<file path="src/rtl/change_dispenser.sv">
// Greedy change dispenser: pays out `amount` one coin at a time over a
// valid/ack hopper handshake, largest available coin first.
module change_dispenser #(
    parameter logic [3:0] COIN_A = 4'd5,
    parameter logic [3:0] COIN_B = 4'd2,
    parameter logic [3:0] COIN_C = 4'd1
) (
    input  logic       clk,
    input  logic       reset,
    input  logic       start,
    input  logic [3:0] amount,
    input  logic       empty_a,
    input  logic       empty_b,
    input  logic       empty_c,
    input  logic       coin_ack,
    output logic       coin_valid,
    output logic [1:0] coin_sel,
    output logic       busy,
    output logic       done,
    output logic       error,
    output logic [3:0] remaining,
    output logic [3:0] coin_count,
    output logic [1:0] state_dbg
);

    typedef enum logic [1:0] {
        IDLE   = 2'd0,
        SELECT = 2'd1,
        ISSUE  = 2'd2
    } state_t;

    state_t     state, state_n;
    logic       busy_n, done_n, error_n, valid_n;
    logic [1:0] sel_n, pick;
    logic [3:0] rem_n, cnt_n, coin_value;

    assign state_dbg = state;

    // Handshake: coin_valid/coin_sel are held constant from the SELECT edge
    // until an edge that samples coin_ack=1; that edge retires the coin and
    // drops coin_valid. coin_ack is only acted on while coin_valid is high.
    always_comb begin
        case (coin_sel)
            2'b01:   coin_value = COIN_A;
            2'b10:   coin_value = COIN_B;
            2'b11:   coin_value = COIN_C;
            default: coin_value = 4'd0;
        endcase
    end

    // Empty flags only matter here, so a flag changing mid-ISSUE is harmless.
    always_comb begin
        if (!empty_a && COIN_A <= remaining)      pick = 2'b01;
        else if (!empty_b && COIN_B <= remaining) pick = 2'b10;
        else if (!empty_c && COIN_C <= remaining) pick = 2'b11;
        else                                      pick = 2'b00;
    end

    always_comb begin
        state_n = state;
        busy_n  = busy;
        done_n  = 1'b0;
        error_n = 1'b0;
        valid_n = coin_valid;
        sel_n   = coin_sel;
        rem_n   = remaining;
        cnt_n   = coin_count;
        case (state)
            IDLE: begin
                if (start) begin
                    rem_n = amount;
                    cnt_n = 4'd0;
                    if (amount != 4'd0) begin
                        busy_n  = 1'b1;
                        state_n = SELECT;
                    end else begin
                        done_n = 1'b1;
                    end
                end
            end
            SELECT: begin
                if (pick != 2'b00) begin
                    sel_n   = pick;
                    valid_n = 1'b1;
                    state_n = ISSUE;
                end else begin
                    error_n = 1'b1;
                    busy_n  = 1'b0;
                    state_n = IDLE;
                end
            end
            ISSUE: begin
                if (coin_ack) begin
                    rem_n   = remaining - coin_value;
                    cnt_n   = coin_count + 4'd1;
                    valid_n = 1'b0;
                    sel_n   = 2'b00;
                    if (rem_n == 4'd0) begin
                        done_n  = 1'b1;
                        busy_n  = 1'b0;
                        state_n = IDLE;
                    end else begin
                        state_n = SELECT;
                    end
                end
            end
            default: state_n = IDLE;
        endcase
    end

    always_ff @(posedge clk or negedge reset) begin
        if (!reset) begin
            state      <= IDLE;
            busy       <= 1'b0;
            done       <= 1'b0;
            error      <= 1'b0;
            coin_valid <= 1'b0;
            coin_sel   <= 2'b00;
            remaining  <= 4'd0;
            coin_count <= 4'd0;
        end else begin
            state      <= state_n;
            busy       <= busy_n;
            done       <= done_n;
            error      <= error_n;
            coin_valid <= valid_n;
            coin_sel   <= sel_n;
            remaining  <= rem_n;
            coin_count <= cnt_n;
        end
    end

endmodule

</file>
<file path="config.mk">
export PLATFORM = sky130hd
export DESIGN_NAME = change_dispenser
export DESIGN_NICKNAME = d
export VERILOG_FILES = /design/src/rtl/change_dispenser.sv
export SDC_FILE = /design/constraint.sdc
export NUM_CORES = 1
export LEC_CHECK = 0
export ABC_AREA = 1
export CAP_MARGIN = 15
export CORE_MARGIN = 4
export CORE_UTILIZATION = 48
export DETAILED_ROUTE_END_ITERATION = 10
export PLACE_DENSITY_LB_ADDON = 0.05
export SYNTH_ARGS = -nofsm -noshare
export SYNTH_HDL_FRONTEND = slang
export SYNTH_SLANG_ARGS = --single-unit
</file>
<file path="constraint.sdc">
create_clock -name clk -period 2.2 [get_ports clk]
set_input_delay 0.33 -clock clk [delete_from_list [all_inputs] [get_ports clk]]
set_output_delay 0.33 -clock clk [all_outputs]
set_load 0.1 [all_outputs]
</file>
==> impl_metrics.ini <==
[yosys]
syn_nets = 152
ys_types = 29
ys_ff_latch = 16
synth_seq_area_share = 0.380
ys_warn_count = 0
synthCells = 132
synth_area_mm2 = 0.00105
syn_avg_cell_area_um2 = 7.98

[cts]
post_cts_buffers = 0
root_buffer = clkbuf_4
max-clock-path-buffers = 2
cts.sinks = 16
htreeDepth = 1
ctsHoldBuffers = 0
clk_latency_ns = 0.29
cts_tree = built
cts.clk_slew.worst_paths_ns = 0.10
cts_made_buffers = 3
postCtsResizedCells = 0

[sta]
setup_violations = 0
maxSlewHeadroom = 0.672
slew_viol_final = 0
tns_ns = 0
finalHoldViolCount = 0
worst_slew_pin_slew_ns = 0.491
rsz0062_at_grt = false
finalClockSkew_ns = 0.00987
period_needed_ns = 1.89
min_period_over_period = 0.860
fmax_mhz = 529

[place]
gp_congestion = 0.846
dp_hpwl_um = 1940
dp_cells = 185
port_buffers = 26

[layout]
nets = 183
syn_to_final_growth_pct = 27.6
drive_gt1_frac = 0.241
num_antenna_cells = 0
final_common_cell = nand2_1
num-fill-cells = 177
finalNonFillerCells = 189
final_cell_mix = 37 x nand2_1, 18 x buf_4, 17 x inv_1
seq_area_um2 = 404
multiInputGateArea_um2 = 566

[floorplan]
rows = 16
ioPinCount = 27
start_util = 0.521
core_mm2 = 0.00202
die_h_um = 54.9
die-area_mm2 = 0.00301
die-width_um = 54.9

[hold_path]
min_path_type = primary input to async pin

[detailed_routing]
drt_pre_antenna_iters = 4
drtAntennaViolNets = 0
drc = 0
drtIter0Drc = 18
vias = 923
avgViaCountPerCell = 4.88
wl_per_cell_um = 12.4
routed_wl_um = 2350

[grt]
met2_usage = 0.313
top_usage_layer = met2
grt_usage = 0.193
grt_pass1_vias = 978
grt_pass1_wl_um = 4210
antenna_found_initial = 0
grt_max_degree = 11
grtUsageMet3 = 0.0272
grt_use_met1 = 0.258
grt.overflow.total = 0

[worst_setup_path]
cp_slowest_cell = dfrtp_2
cp.required_ns = 2.38
path_delay_family = simple AND/OR/NAND/NOR gates
crit_top_cell = nand2_1
reg2reg_depth = 11
crit_buf_inv = 2
endpoint_kind = register
cpPeakStageDelay_ns = 0.42
ff2ff_setup_slack_ns = 0.31
cp-start-kind = register
crit_chain = inv_1, ha_1, inv_1, fa_1, xor2_1, nor2_1, nand3_1, nand2_1, nand2_1, nand2_1, nand2_1
cp.depth = 11
crit_fanout = 3
path_class = register to register
crit_arrival_ns = 2.07

[outcome]
status = completed

[job]
cap_violations = 0
[area by class of cell]
cell class | instances | share of cell area
multi-input cells | 93 | 0.421
well taps | 27 | 0.0251
inverters | 21 | 0.0587
flip-flops and latches | 16 | 0.301
clock buffers | 4 | 0.0196
repair buffers | 28 | 0.175
[Yosys cell counts (all sizes together)]
cell type,number,share of area
o211ai,2,0.014
nand2,40,0.15
inv,21,0.075
o21a,1,0.0071
o31ai,3,0.031
ha,8,0.095
nand3,10,0.052
xnor2,1,0.0083
a21oi,3,0.029
nor2,8,0.031
or2,1,0.0059
nand3b,1,0.0071
buf,1,0.0047
o22ai,1,0.0059
xor2,2,0.017
fa,1,0.019
nand4,2,0.012
o21ai,9,0.053
clkbuf,1,0.0036
dfrtp,16,0.38
[metrics by stage]
step	hold WS [ns]	cell area, um2	utilization	setup WS, ns
6_report	0.355	1340	0.665	0.309
5_1_grt	0.378	1340	0.665	0.130
3_5_place_dp	0.489	1320	0.652	0.339
3_3_place_gp	0.462	1320	0.652	0.341
2_1_floorplan	0.0344	1060	-	0.0142
4_1_cts	0.371	1340	0.665	0.307
[sequential cells by signal, summed over array words and instances (netlist names)]
signal / count
error: 1
coin_sel: 2
coin_valid: 1
state_dbg: 2
remaining: 4
coin_count: 4
done: 1
busy: 1
[per-layer routing]
layer / vias to the layer above / routed length [um]
met5: - / 0
met4: 0 / 29
met3: 3 / 106
met2: 17 / 1080
met1: 419 / 1140
li1: 484 / -
[path summary, 6_finish.rpt]
| path | endpoint | start |
|---|---|---|
| min in group clk | busy | busy |
| max in group asynchronous | coin_count[0] | reset |
| worst min register to register | busy | busy |
| worst min-delay path | remaining[1] | reset |
| worst max register to register | busy | remaining[0] |
| worst max-delay path | busy | remaining[0] |
[logic make-up after synthesis]
family                     Yosys count  synth area share
xor gates and xnor gates             3            0.0249
AOI/OAI and AO/OA                   19             0.140
and+or+nand+nor                     62             0.258
DFF                                 16             0.380
buffers and inverters               23            0.0831
adders and majority gates            9             0.114
Power is not shown: default switching activity piles up to over one toggle a cycle in this logic, so the estimate is an artifact.
